**src/rtl/regfile_writeback_if.sv**
```systemverilog
// Bundle of the ALU/LSU result handshakes and register-file write port
// seen by regfile_writeback.
interface regfile_writeback_if #(
  parameter int DATA_W = 32,
  parameter int ADDR_W = 5
) ();
  logic              alu_valid;
  logic              alu_ready;
  logic [ADDR_W-1:0] alu_rd;
  logic [DATA_W-1:0] alu_data;
  logic              lsu_valid;
  logic              lsu_ready;
  logic [ADDR_W-1:0] lsu_rd;
  logic [DATA_W-1:0] lsu_data;
  logic              wr_en;
  logic [ADDR_W-1:0] wr_addr;
  logic [DATA_W-1:0] wr_data;
  logic [31:0]       pending_mask;

  modport slave (
    input  alu_valid, alu_rd, alu_data, lsu_valid, lsu_rd, lsu_data,
    output alu_ready, lsu_ready, wr_en, wr_addr, wr_data, pending_mask
  );

  modport master (
    output alu_valid, alu_rd, alu_data, lsu_valid, lsu_rd, lsu_data,
    input  alu_ready, lsu_ready, wr_en, wr_addr, wr_data, pending_mask
  );
endinterface

```
**src/rtl/regfile_writeback.sv**
```systemverilog
// Register-file write-port arbiter: ALU results plus a small LSU load FIFO,
// with a pending-destination mask for decode stalls.
module regfile_writeback #(
  parameter int DATA_W    = 32,
  parameter int ADDR_W    = 5,
  parameter int LSU_DEPTH = 4
) (
  input  logic                clk,
  input  logic                reset,
  regfile_writeback_if.slave  bus
);
  localparam int PTR_W = $clog2(LSU_DEPTH);

  logic [ADDR_W-1:0] r_fifo_rd   [LSU_DEPTH];
  logic [DATA_W-1:0] r_fifo_data [LSU_DEPTH];
  logic [PTR_W-1:0]  r_rptr;
  logic [PTR_W-1:0]  r_wptr;
  logic [PTR_W:0]    r_count;

  logic              r_wr_en;
  logic              r_out_lsu;
  logic [ADDR_W-1:0] r_wr_addr;
  logic [DATA_W-1:0] r_wr_data;

  logic              w_full;
  logic              w_push;
  logic              w_pop;
  logic              w_alu_acc;
  logic [31:0]       w_pend;

  assign w_full    = (r_count == (PTR_W+1)'(LSU_DEPTH));
  assign w_push    = bus.lsu_valid && !w_full;
  // A full FIFO always wins so the ALU cannot starve buffered loads.
  assign w_pop     = w_full || (!bus.alu_valid && (r_count != '0));
  assign w_alu_acc = bus.alu_valid && !w_full;

  assign bus.alu_ready    = !w_full;
  assign bus.lsu_ready    = !w_full;
  assign bus.wr_en        = r_wr_en;
  assign bus.wr_addr      = r_wr_addr;
  assign bus.wr_data      = r_wr_data;
  assign bus.pending_mask = w_pend;

  always_ff @(posedge clk) begin
    if (w_push) begin
      r_fifo_rd[r_wptr]   <= bus.lsu_rd;
      r_fifo_data[r_wptr] <= bus.lsu_data;
    end
  end

  always_ff @(posedge clk) begin
    if (reset) begin
      r_rptr  <= '0;
      r_wptr  <= '0;
      r_count <= '0;
    end else begin
      if (w_push) r_wptr <= r_wptr + PTR_W'(1);
      if (w_pop)  r_rptr <= r_rptr + PTR_W'(1);
      case ({w_push, w_pop})
        2'b10:   r_count <= r_count + (PTR_W+1)'(1);
        2'b01:   r_count <= r_count - (PTR_W+1)'(1);
        default: r_count <= r_count;
      endcase
    end
  end

  always_ff @(posedge clk) begin
    if (reset) begin
      r_wr_en   <= 1'b0;
      r_out_lsu <= 1'b0;
      r_wr_addr <= '0;
      r_wr_data <= '0;
    end else if (w_pop) begin
      r_wr_en   <= (r_fifo_rd[r_rptr] != '0);
      r_out_lsu <= 1'b1;
      r_wr_addr <= r_fifo_rd[r_rptr];
      r_wr_data <= r_fifo_data[r_rptr];
    end else if (w_alu_acc) begin
      r_wr_en   <= (bus.alu_rd != '0);
      r_out_lsu <= 1'b0;
      r_wr_addr <= bus.alu_rd;
      r_wr_data <= bus.alu_data;
    end else begin
      r_wr_en   <= 1'b0;
      r_out_lsu <= 1'b0;
    end
  end

  // Walk occupied slots from the head so wrapped entries are included.
  always_comb begin
    w_pend = '0;
    for (int unsigned i = 0; i < LSU_DEPTH; i++) begin
      if (i < 32'(r_count))
        w_pend[r_fifo_rd[r_rptr + PTR_W'(i)]] = 1'b1;
    end
    if (r_wr_en && r_out_lsu)
      w_pend[r_wr_addr] = 1'b1;
    w_pend[0] = 1'b0;
  end
endmodule

```
**src/flat_wrapper.sv**
```systemverilog
// flat-port wrapper written by rule: the top's interface ports become plain ports
module regfile_writeback_flat 
#(
  parameter int DATA_W    = 32,
  parameter int ADDR_W    = 5,
  parameter int LSU_DEPTH = 4
)
  (clk, reset, bus_alu_valid, bus_alu_rd, bus_alu_data, bus_lsu_valid, bus_lsu_rd, bus_lsu_data, bus_alu_ready, bus_lsu_ready, bus_wr_en, bus_wr_addr, bus_wr_data, bus_pending_mask);
  regfile_writeback_if #(.DATA_W(DATA_W), .ADDR_W(ADDR_W)) bus_i ();
  input  logic clk;
  input  logic reset;
  input wire logic [$bits(bus_i.alu_valid)-1:0] bus_alu_valid;
  input wire logic [$bits(bus_i.alu_rd)-1:0] bus_alu_rd;
  input wire logic [$bits(bus_i.alu_data)-1:0] bus_alu_data;
  input wire logic [$bits(bus_i.lsu_valid)-1:0] bus_lsu_valid;
  input wire logic [$bits(bus_i.lsu_rd)-1:0] bus_lsu_rd;
  input wire logic [$bits(bus_i.lsu_data)-1:0] bus_lsu_data;
  output wire logic [$bits(bus_i.alu_ready)-1:0] bus_alu_ready;
  output wire logic [$bits(bus_i.lsu_ready)-1:0] bus_lsu_ready;
  output wire logic [$bits(bus_i.wr_en)-1:0] bus_wr_en;
  output wire logic [$bits(bus_i.wr_addr)-1:0] bus_wr_addr;
  output wire logic [$bits(bus_i.wr_data)-1:0] bus_wr_data;
  output wire logic [$bits(bus_i.pending_mask)-1:0] bus_pending_mask;
  assign bus_i.alu_valid = bus_alu_valid;
  assign bus_i.alu_rd = bus_alu_rd;
  assign bus_i.alu_data = bus_alu_data;
  assign bus_i.lsu_valid = bus_lsu_valid;
  assign bus_i.lsu_rd = bus_lsu_rd;
  assign bus_i.lsu_data = bus_lsu_data;
  assign bus_alu_ready = bus_i.alu_ready;
  assign bus_lsu_ready = bus_i.lsu_ready;
  assign bus_wr_en = bus_i.wr_en;
  assign bus_wr_addr = bus_i.wr_addr;
  assign bus_wr_data = bus_i.wr_data;
  assign bus_pending_mask = bus_i.pending_mask;
  regfile_writeback #(.DATA_W(DATA_W), .ADDR_W(ADDR_W), .LSU_DEPTH(LSU_DEPTH)) u_core (.clk(clk), .reset(reset), .bus(bus_i));
endmodule
```
**config.mk**
```make
export PLATFORM = sky130hd
export DESIGN_NAME = regfile_writeback_flat
export DESIGN_NICKNAME = d
export VERILOG_FILES = /design/src/rtl/regfile_writeback_if.sv /design/src/rtl/regfile_writeback.sv /design/src/flat_wrapper.sv
export SDC_FILE = /design/constraint.sdc
export NUM_CORES = 1
export LEC_CHECK = 0
export CAP_MARGIN = 20
export CORE_MARGIN = 2
export CORE_UTILIZATION = 55
export DETAILED_ROUTE_END_ITERATION = 10
export PLACE_DENSITY = 0.93
export SYNTH_ARGS = -nofsm -noshare
export SYNTH_HDL_FRONTEND = slang
export SYNTH_SLANG_ARGS = --single-unit
```
**constraint.sdc**
```tcl
create_clock -name clk -period 5.57 [get_ports clk]
set_input_delay 0.557 -clock clk [delete_from_list [all_inputs] [get_ports clk]]
set_output_delay 0.557 -clock clk [all_outputs]
set_load 0.02 [all_outputs]
```
======== Word-level counts from Yosys, hierarchy flattened ========
Memory sizes are Yosys's and may differ from the RTL's. A register that Yosys moved wholly into a read port is not among the register bits.
Cells that the tools add are included.
operators by class
  bitwise operators ....................... 4
  $add $sub $neg .......................... 6
  reduce and logical (&&, ||, !) cells .... 17
  muxes and demuxes ....................... 29
  order comparisons ....................... 14
  eq/ne operators ......................... 3
operator list
  cell                                                                                  number
  32-bit two-way mux                                                                    7
  32-bit OR                                                                             4
  5-bit by 6-bit < comparator with 1-bit output (second input constant)                 5
  1-bit demux with 5-bit select                                                         5
  5-bit by 1-bit greater-or-equal comparator with 1-bit output (second input constant)  5
  1-bit two-way mux                                                                     10
  5-bit two-way mux                                                                     2
  5-bit nonzero test                                                                    2
  1-bit logical AND                                                                     9
  2-bit two-way mux                                                                     4
  1-bit by 3-bit < comparator with 1-bit output (first input constant)                  2
  2-bit by 3-bit < comparator with 1-bit output (first input constant)                  2
  3-bit case mux with 2 select lines                                                    1
  2-bit by 1-bit adder with 2-bit output (second input constant)                        2
  2-bit adder (second input constant)                                                   2
  2-bit nonzero test                                                                    2
  3-bit by 1-bit adder with 3-bit output (second input constant)                        1
  3-bit == test (second input constant)                                                 1
  3-bit nonzero test                                                                    1
  3-bit by 1-bit subtractor with 3-bit output (second input constant)                   1
  2-bit by 1-bit == test with 1-bit output (second input constant)                      1
  2-bit == test (second input constant)                                                 1
  1-bit logical NOT                                                                     2
  1-bit logical OR                                                                      1
storage, ports and cells
  register bits ........................... 46
  logic and storage cells ................. 82
  bits of input ports ..................... 78
  output and inout bits ................... 72
  memories ................................ 2
  bits in writable memories ............... 148
memories
  name                depth  bits a word  read ports  clocked after Yosys merged registers in  write ports  line                     source
  u_core.r_fifo_data  4      32           1           1                                        1            regfile_writeback.sv:15  logic [DATA_W-1:0] r_fifo_data [LSU_DEPTH];
  u_core.r_fifo_rd    4      5            4           1                                        1            regfile_writeback.sv:14  logic [ADDR_W-1:0] r_fifo_rd [LSU_DEPTH];

======== Logic depth before layout (Yosys ltp) ========
An unclocked memory read counts as a cell.
  depth after elaboration ................. 14
  depth in mapped cells ................... 11
  depth with buffers taken out ............ 10

======== Worst setup path after synthesis ========
OpenSTA, ideal clock, no wires.
  kind .................................... flip-flop to flip-flop
  from .................................... register u_core.r_count[0]
  to ...................................... memory u_core.r_fifo_data[0][0] (enable)
  cell stages (with the launch flop) ...... 7
  library setup time ...................... 0.398 ns
  clock period less this slack ............ 2.603 ns
  setup slack ............................. 2.967 ns
  path buffers ............................ 1
  arrival ................................. 2.206 ns
  path through ............................ dfxtp_1 inv_1 ha_1 ha_1 nor2b_1 clkbuf_1 and2_1
on the way
  cells in the longest elaborated chain, start to end .. 5
RTL lines
  element                                  line                     source
  from (decl)                              regfile_writeback.sv:18  logic [PTR_W:0] r_count;
  from (signal assigned)                   regfile_writeback.sv:60  2'b10: r_count <= r_count + (PTR_W+1)'(1);
  from (signal assigned)                   regfile_writeback.sv:61  2'b01: r_count <= r_count - (PTR_W+1)'(1);
  from (signal assigned)                   regfile_writeback.sv:62  default: r_count <= r_count;
  3-bit == test                            regfile_writeback.sv:31  assign w_full = (r_count == (PTR_W+1)'(LSU_DEPTH));
  1-bit logical NOT                        regfile_writeback.sv:32  assign w_push = bus.lsu_valid && !w_full;
  1-bit logical AND                        regfile_writeback.sv:32
  1-bit two-way mux                        regfile_writeback.sv:45  if (w_push) begin
  1-bit two-way mux (not written as such)  regfile_writeback.sv:47  r_fifo_data[r_wptr] <= bus.lsu_data;
  to (decl)                                regfile_writeback.sv:15
No other way between the ends.

======== Worst setup path in the final report ========
  from .................................... register u_core.r_rptr[0]
  to ...................................... output port bus_pending_mask[22]
on the way
  cells in the longest elaborated chain, start to end .. 14
  elaborated cells on any way between the ends .. 27
RTL lines
  element                                                                                                                                                     line                     source
  from (decl)                                                                                                                                                 regfile_writeback.sv:16  logic [PTR_W-1:0] r_rptr;
  from (signal assigned)                                                                                                                                      regfile_writeback.sv:58  if (w_pop) r_rptr <= r_rptr + PTR_W'(1);
  2-bit by 1-bit adder with 2-bit output                                                                                                                      regfile_writeback.sv:94  w_pend[r_fifo_rd[r_rptr + PTR_W'(i)]] = 1'b1;
  memory 4 x 5 bit *                                                                                                                                          n/a
  5-bit by 6-bit < comparator with 1-bit output (not written as such) / 5-bit by 1-bit greater-or-equal comparator with 1-bit output (equally long branches)  regfile_writeback.sv:94
  1-bit logical AND (not written as such)                                                                                                                     regfile_writeback.sv:94
  1-bit two-way mux (not written as such)                                                                                                                     regfile_writeback.sv:94
  1-bit demux with 5-bit select                                                                                                                               n/a
  32-bit OR (no source line)                                                                                                                                  n/a
  32-bit two-way mux                                                                                                                                          regfile_writeback.sv:93  if (i < 32'(r_count))
  32-bit OR (no source line)                                                                                                                                  n/a
  32-bit two-way mux                                                                                                                                          regfile_writeback.sv:93
  32-bit OR (no source line)                                                                                                                                  n/a
  32-bit two-way mux *                                                                                                                                        regfile_writeback.sv:93
  32-bit OR (no source line)                                                                                                                                  n/a
  32-bit two-way mux *                                                                                                                                        regfile_writeback.sv:96  if (r_wr_en && r_out_lsu)
  to (decl)                                                                                                                                                   flat_wrapper.sv:23       output wire logic [$bits(bus_i.pending_mask)-1:0] bus_pending_mask;
Mark *: on every way between the ends. The rest lies on a longest branch, timed or not.

==> out/qor.json <==
{
  "placementRows": 47,
  "nets": 900,
  "drt-total-wl_um": 26300,
  "clock_tree_from_tritoncts": "yes",
  "final_standard_cell_area_without_fillers_mm2": 0.0115,
  "drc": 0,
  "synth-edff-count": 148,
  "fin_hold_ws_ns": 0.501,
  "core_mm2": 0.0166,
  "ir_worst_vdd_mv": 0.332,
  "cp-start-kind": "flop",
  "cp_data_arrival_time_ns": 3.60,
  "placed_cell_area_mm2": 0.0109,
  "finalHoldViolations": 0,
  "hold_path.class": "reg2reg",
  "combinational_cell_fraction_of_total_power": 0.420,
  "drt_first_pass_iters": 7,
  "drtIter0Drc": 731,
  "wl_per_cell_um": 25.2,
  "sequential_group_share_of_total_power": 0.371,
  "cp-end-kind": "primary output",
  "final.period_utilization": 0.746,
  "synth-seq-cells": 196,
  "final-setup-viol-count": 0,
  "layout-drive-gt1-share": 0.131,
  "timing.reg2reg.worst_path_depth": 5,
  "die_h_um": 134,
  "cts_buffer_depth": 2,
  "clock_tree.root_cell": "clkbuf_16",
  "insertedDiodeCount": 0,
  "worst-setup-path-type": "reg2out",
  "worst-path-max-fanout": 17,
  "grt_pass1_vias": 6997,
  "setup-tns-final_ns": 0,
  "track_usage": 0.300,
  "slew_headroom": 0.304,
  "mappedNetlistArea_mm2": 0.00935,
  "place.detailed.hpwl_um": 17600,
  "synth_top_cells_by_area": "edfxtp_1 (48%), mux4_2 (13%), dfxtp_1 (10%), nor2_1 (3.5%), mux2i_1 (3.4%)",
  "cts-resized-gates": 0,
  "vias": 6823,
  "leakage_nw": 3.77,
  "finalNonFillerCells": 1046,
  "clk-insertion-delay-late_ns": 0.43,
  "post_cts_buffers": 0,
  "globalRouteOverflowTotal": 0,
  "grt_first_pass_wirelength_um": 40300,
  "post_synthesis_cells": 696,
  "fraction_of_synthesized_cell_area_taken_by_the_top_area_cell_type": 0.475,
  "cts-hold-fix-buffers": 0,
  "post-place-ws_ns": 1.91,
  "grt_setup_unrepaired": "no",
  "setup_ws_ns": 1.41,
  "filler_cell_count": 1141,
  "p_int_w": 0.00336,
  "numPortBuffers": 148,
  "initial_utilization": 0.564,
  "syn_nets": 783,
  "area_growth_syn_to_layout_pct": 22.5,
  "cellPowerDensity_mw_per_mm2": 479,
  "synth_area_leader": "edfxtp_1",
  "synth_cell_type_count": 47,
  "worst_setup_hold_path_clk_slew_ns": 0.07,
  "cts.htree.levels": 4,
  "status": "finished, final reports clean",
  "drt-vias-per-instance": 6.52,
  "numCtsBuffers": 17,
  "finClkSkew_ns": 0.00651,
  "ios": 150,
  "ys.flop_type": "edfxtp_1",
  "worst_path_required_time_ns": 5.01,
  "cap_violations": 0,
  "gp_congestion": 0.975,
  "tightest_slew_ns": 1.04,
  "async_flop_share": 0,
  "pin_count_of_the_biggest_net_entering_global_routing": 48,
  "cell_depth_of_the_worst_hold_path": 2,
  "power_switching_w": 0.00212,
  "synth.yosys.seq_area_share": 0.578,
  "synth_area_per_cell_um2": 13.4,
  "die-area_mm2": 0.0181,
  "antenna_found_initial": 0,
  "synth_warnings": 0,
  "dieWidth_um": 134,
  "fin_crit_ns": 4.16,
  "clock_sinks": 196,
  "p_clk_frac": 0.209,
  "switching_share": 0.387,
  "dp_cells": 1014,
  "ant_nets": 0,
  "final-max-slew-violation-count": 0,
  "fmaxAchievable_ghz": 0.241
}
-- layout make-up --
| class | count | area (um2) | area share |
|---|---|---|---|
| Clock buffer | 18 | 429 | 0.0375 |
| Clock inverter | 14 | 119 | 0.0104 |
| Inverter | 7 | 26.3 | 0.00229 |
| Multi-Input combinational cell | 439 | 3690 | 0.322 |
| Sequential cell | 196 | 5410 | 0.472 |
| Tap cell | 220 | 275 | 0.0240 |
| Timing Repair Buffer | 152 | 1510 | 0.132 |
-- registers in the layout (all words and copies together), names as in the netlist, named ones only --
signal              flops
u_core.r_fifo_data    128
u_core.bus.wr_data     32
u_core.r_fifo_rd       20
u_core.bus.wr_addr      5
u_core.r_count          3
u_core.r_rptr           2
u_core.r_wptr           2
u_core.bus.wr_en        1
u_core.r_out_lsu        1
-- synthesized netlist by cell type, types with 4 or more instances --
cell type,number
buf_4,4
buf_2,9
mux2i_1,32
ha_1,9
inv_1,7
nand2_1,17
a31oi_1,31
a22oi_1,17
nand3_1,55
a211oi_1,33
nor2_1,88
nor2b_1,18
edfxtp_1,148
mux4_2,52
and4b_1,5
and2_1,13
a21oi_1,4
a222oi_1,5
a32oi_1,7
clkbuf_1,34
nand4_1,9
dfxtp_1,48
-- cells by family (layout without fill, tap and decap cells) --
logic type      after synthesis  count (layout)  share of synthesized area
fa+ha+maj                     9               9                     0.0120
xor+xnor                      5               5                    0.00469
mux                          84              84                      0.160
other cells                   1               1                   0.000401
flops                       196             196                      0.578
simple gates                234             234                      0.134
compound gates              106             106                     0.0814
buf+inv                      61             191                     0.0298
-- stage by stage --
stage,total power [W],utilization
after global placement,0.00424,0.657
after floorplan,0.00351,-
after global routing,0.00571,0.691
final,0.00548,0.691
after CTS,0.00546,0.691
after detailed placement,0.00430,0.657
-- cells in the final DEF, fill, tap and decap left out, types with 4 or more instances in the layout --
cell type / synthesis / final
a211oi_1: 33 / 33
a21oi_1: 4 / 4
a222oi_1: 5 / 5
a22oi_1: 17 / 17
a31oi_1: 31 / 31
a32oi_1: 7 / 7
and2_1: 13 / 9
and2_2: 0 / 4
and4b_1: 5 / 5
buf_4: 4 / 4
clkbuf_16: 0 / 17
clkdlybuf4s50_1: 0 / 147
dfxtp_1: 48 / 46
edfxtp_1: 148 / 148
ha_1: 9 / 9
inv_1: 7 / 7
inv_6: 0 / 4
mux2i_1: 32 / 32
mux4_2: 52 / 52
nand2_1: 17 / 17
nand3_1: 55 / 55
nand4_1: 9 / 9
nor2_1: 88 / 87
nor2b_1: 18 / 18
-- worst max-delay path: stages, from the launching register on --
cell and delay [ns]:
dfxtp_1 0.91, mux4_2 0.71, nor4b_2 0.59, a22oi_1 0.14, nand3_1 0.18, clkdlybuf4s50_1 0.63
-- power by group through the flow --
stage	Clock (W)	Combinational [W]	Sequential, W
6_report	0.00114	0.00230	0.00203
5_1_grt	0.00120	0.00244	0.00206
4_1_cts	0.00115	0.00228	0.00203
3_5_place_dp	0	0.00225	0.00205
3_3_place_gp	0	0.00220	0.00203
2_1_floorplan	0	0.00142	0.00209
-- path summary, 6_finish.rpt --
check / from / end / slack (ns)
hold reg to reg: u_core.bus.wr_data[19]$_SDFFE_PP0P_ / u_core.bus.wr_data[19]$_SDFFE_PP0P_ / 0.50
setup / recovery: u_core.r_rptr[0]$_SDFFE_PP0N_ / bus_pending_mask[22] / 1.41
setup reg to reg: u_core.r_count[0]$_SDFFE_PP0P_ / u_core.r_fifo_data[2][25]$_DFFE_PP_ / 2.70
hold / removal: u_core.bus.wr_data[19]$_SDFFE_PP0P_ / u_core.bus.wr_data[19]$_SDFFE_PP0P_ / 0.50
-- per-layer routing --
metal  vias up  global-route usage  share of wire
met3        90              0.0760          0.083
met1      3353               0.368           0.38
li1       2978                   -              -
met4         0               0.145          0.044
met5         -                   0              0
met2       402               0.498           0.50
Note: power is estimated with default switching activity, not from simulation.
==> RTL edit (same flow settings) <==
`ADDR_W` is set to 5 in 3 places; all go to 4.
--- a/src/rtl/regfile_writeback_if.sv
+++ b/src/rtl/regfile_writeback_if.sv
@@ -3,5 +3,5 @@
 interface regfile_writeback_if #(
   parameter int DATA_W = 32,
-  parameter int ADDR_W = 5
+  parameter int ADDR_W = 4
 ) ();
   logic              alu_valid;
--- a/src/rtl/regfile_writeback.sv
+++ b/src/rtl/regfile_writeback.sv
@@ -3,5 +3,5 @@
 module regfile_writeback #(
   parameter int DATA_W    = 32,
-  parameter int ADDR_W    = 5,
+  parameter int ADDR_W    = 4,
   parameter int LSU_DEPTH = 4
 ) (
--- a/src/flat_wrapper.sv
+++ b/src/flat_wrapper.sv
@@ -3,5 +3,5 @@
 #(
   parameter int DATA_W    = 32,
-  parameter int ADDR_W    = 5,
+  parameter int ADDR_W    = 4,
   parameter int LSU_DEPTH = 4
 )
Interface: changed (resized bus_alu_rd, bus_lsu_rd and bus_wr_addr); port bits go from 150 to 147. No check against the original RTL was run, so the function may have changed too.
==> RTL edit against the unedited design <==
Non-clock buffer count fell by 17. Hold slack got worse by 4.6 ps. Setup slack improved by 160 ps. Sequential share of layout area rose by 0.56 points. Via count fell by 9.3%. Cell area fell by 3.7%. Synthesized area fell by 2.4%. Global-route usage fell by 4.1 points. Count of clock-buffer cells in the layout rose by 4. Clock power rose by 4%. Sequential cell count fell by 5. Sequential power fell by 5%. Wire length fell by 16%. Total power fell by 9.5%. Critical path type unchanged.
==> RTL edit: results (changes against the unedited design) <==
WP data arrival 3440 ps (was 3600 ps); met3 wire length 1518 um (was 2196 um); Leak Pwr 0.003691 uW (was 0.003775 uW); met2 GRT Util 42.60% (was 49.77%); R2R cell count 7 (was 5); grt met3 use 5.594% (was 7.596%); Via-to-Cell Ratio 6.069 (was 6.523); Post-synth EDFFs 144 (was 148); Combinational Power Share 37.6% (was 42.0%); port buffer count 129 (was 148); Peak supply drop 0.2709 mV (was 0.3322 mV); iteration-0 DRC count of the detailed router 546 (was 731); xor/xnor share of the synthesized area 0.4800% (was 0.4685%); share of layout cells above drive strength 1 12.75% (was 13.08%); FFs & Latches 191 (was 196); CP Max Fanout 21 (was 17); largest net degree at the start of global routing 65 (was 48); wire length per cell 21.56 um (was 25.17 um); crit-path leading delay family buffers and inverters (was flip-flops); multi-input logic area 3526 um2 (was 3687 um2); P_int 3233 uW (was 3357 uW); Reg-to-Reg End u_core.bus.wr_data[10] (was u_core.r_fifo_data[2][25]); max_slew headroom 31.41% (was 30.36%); slowest stage delay, CP 660 ps (was 910 ps); crit share post-route 71.78% (was 74.62%); total wire length 21990 um (was 26330 um); multi-input gates 427 (was 439); compound-gate portion of the synthesized area 9.572% (was 8.138%); sequential fraction of the synthesis area 57.71% (was 57.82%); nets 872 (was 900); top area cells in the synthesized netlist edfxtp_1, mux4_2, dfxtp_1 (unchanged); final setup skew 6.765 ps (was 6.506 ps); GR Util met1 34.44% (was 36.84%); Signal buffers 135 (was 152); area delta synth->final 20.82% (was 22.50%); metal2 WL 11010 um (was 13070 um); PwrDens 450.0 nW/um2 (was 478.6 nW/um2); run status completed (unchanged); most instantiated cells after synthesis edfxtp_1, nor2_1, dfxtp_1, mux4_2, mux2i_1 (was edfxtp_1, nor2_1, nand3_1, mux4_2, dfxtp_1); R2R setup slack 2480 ps (was 2700 ps); post-synthesis adder-cell area fraction 1.234% (was 1.205%); GR Util All Layers 25.84% (was 29.97%); worst hold slack 496.6 ps (was 501.1 ps); Non-Clock Inverter Count 15 (was 7); Yosys cell types 68 (was 47); DPL Wire Length 14710 um (was 17630 um); Met1 Routed Length 8912 um (was 9901 um); router iterations before antenna repair 5 (was 7)
## RTL edit: changes by cell type after synthesis, moves of 10 or more
cell and change:
a22oi_1 -11, nor2_1 -18, nor3_1 +10, buf_4 +14, nor3b_1 +10, nand3_1 -43
a21oi_1 +13, nand2_1 +12, buf_2 +18, a31oi_1 -27, clkbuf_1 -23
## RTL edit: logic make-up after synthesis
| group | Yosys count |
|---|---|
| simple gates | 188 |
| xor+xnor | 5 |
| mux | 89 |
| other cells | 1 |
| buf+inv | 77 |
| flops | 191 |
| compound gates | 119 |
| fa+ha+maj | 9 |
## RTL edit: how the worst min path moves through the flow
stage,to,cells past startpoint
2_1_floorplan,u_core.r_wptr[0],2
3_3_place_gp,u_core.bus.wr_data[0],2
3_5_place_dp,u_core.bus.wr_data[7],2
4_1_cts,u_core.bus.wr_data[7],2
5_1_grt,u_core.bus.wr_data[4],2
6_report,u_core.bus.wr_data[0],2
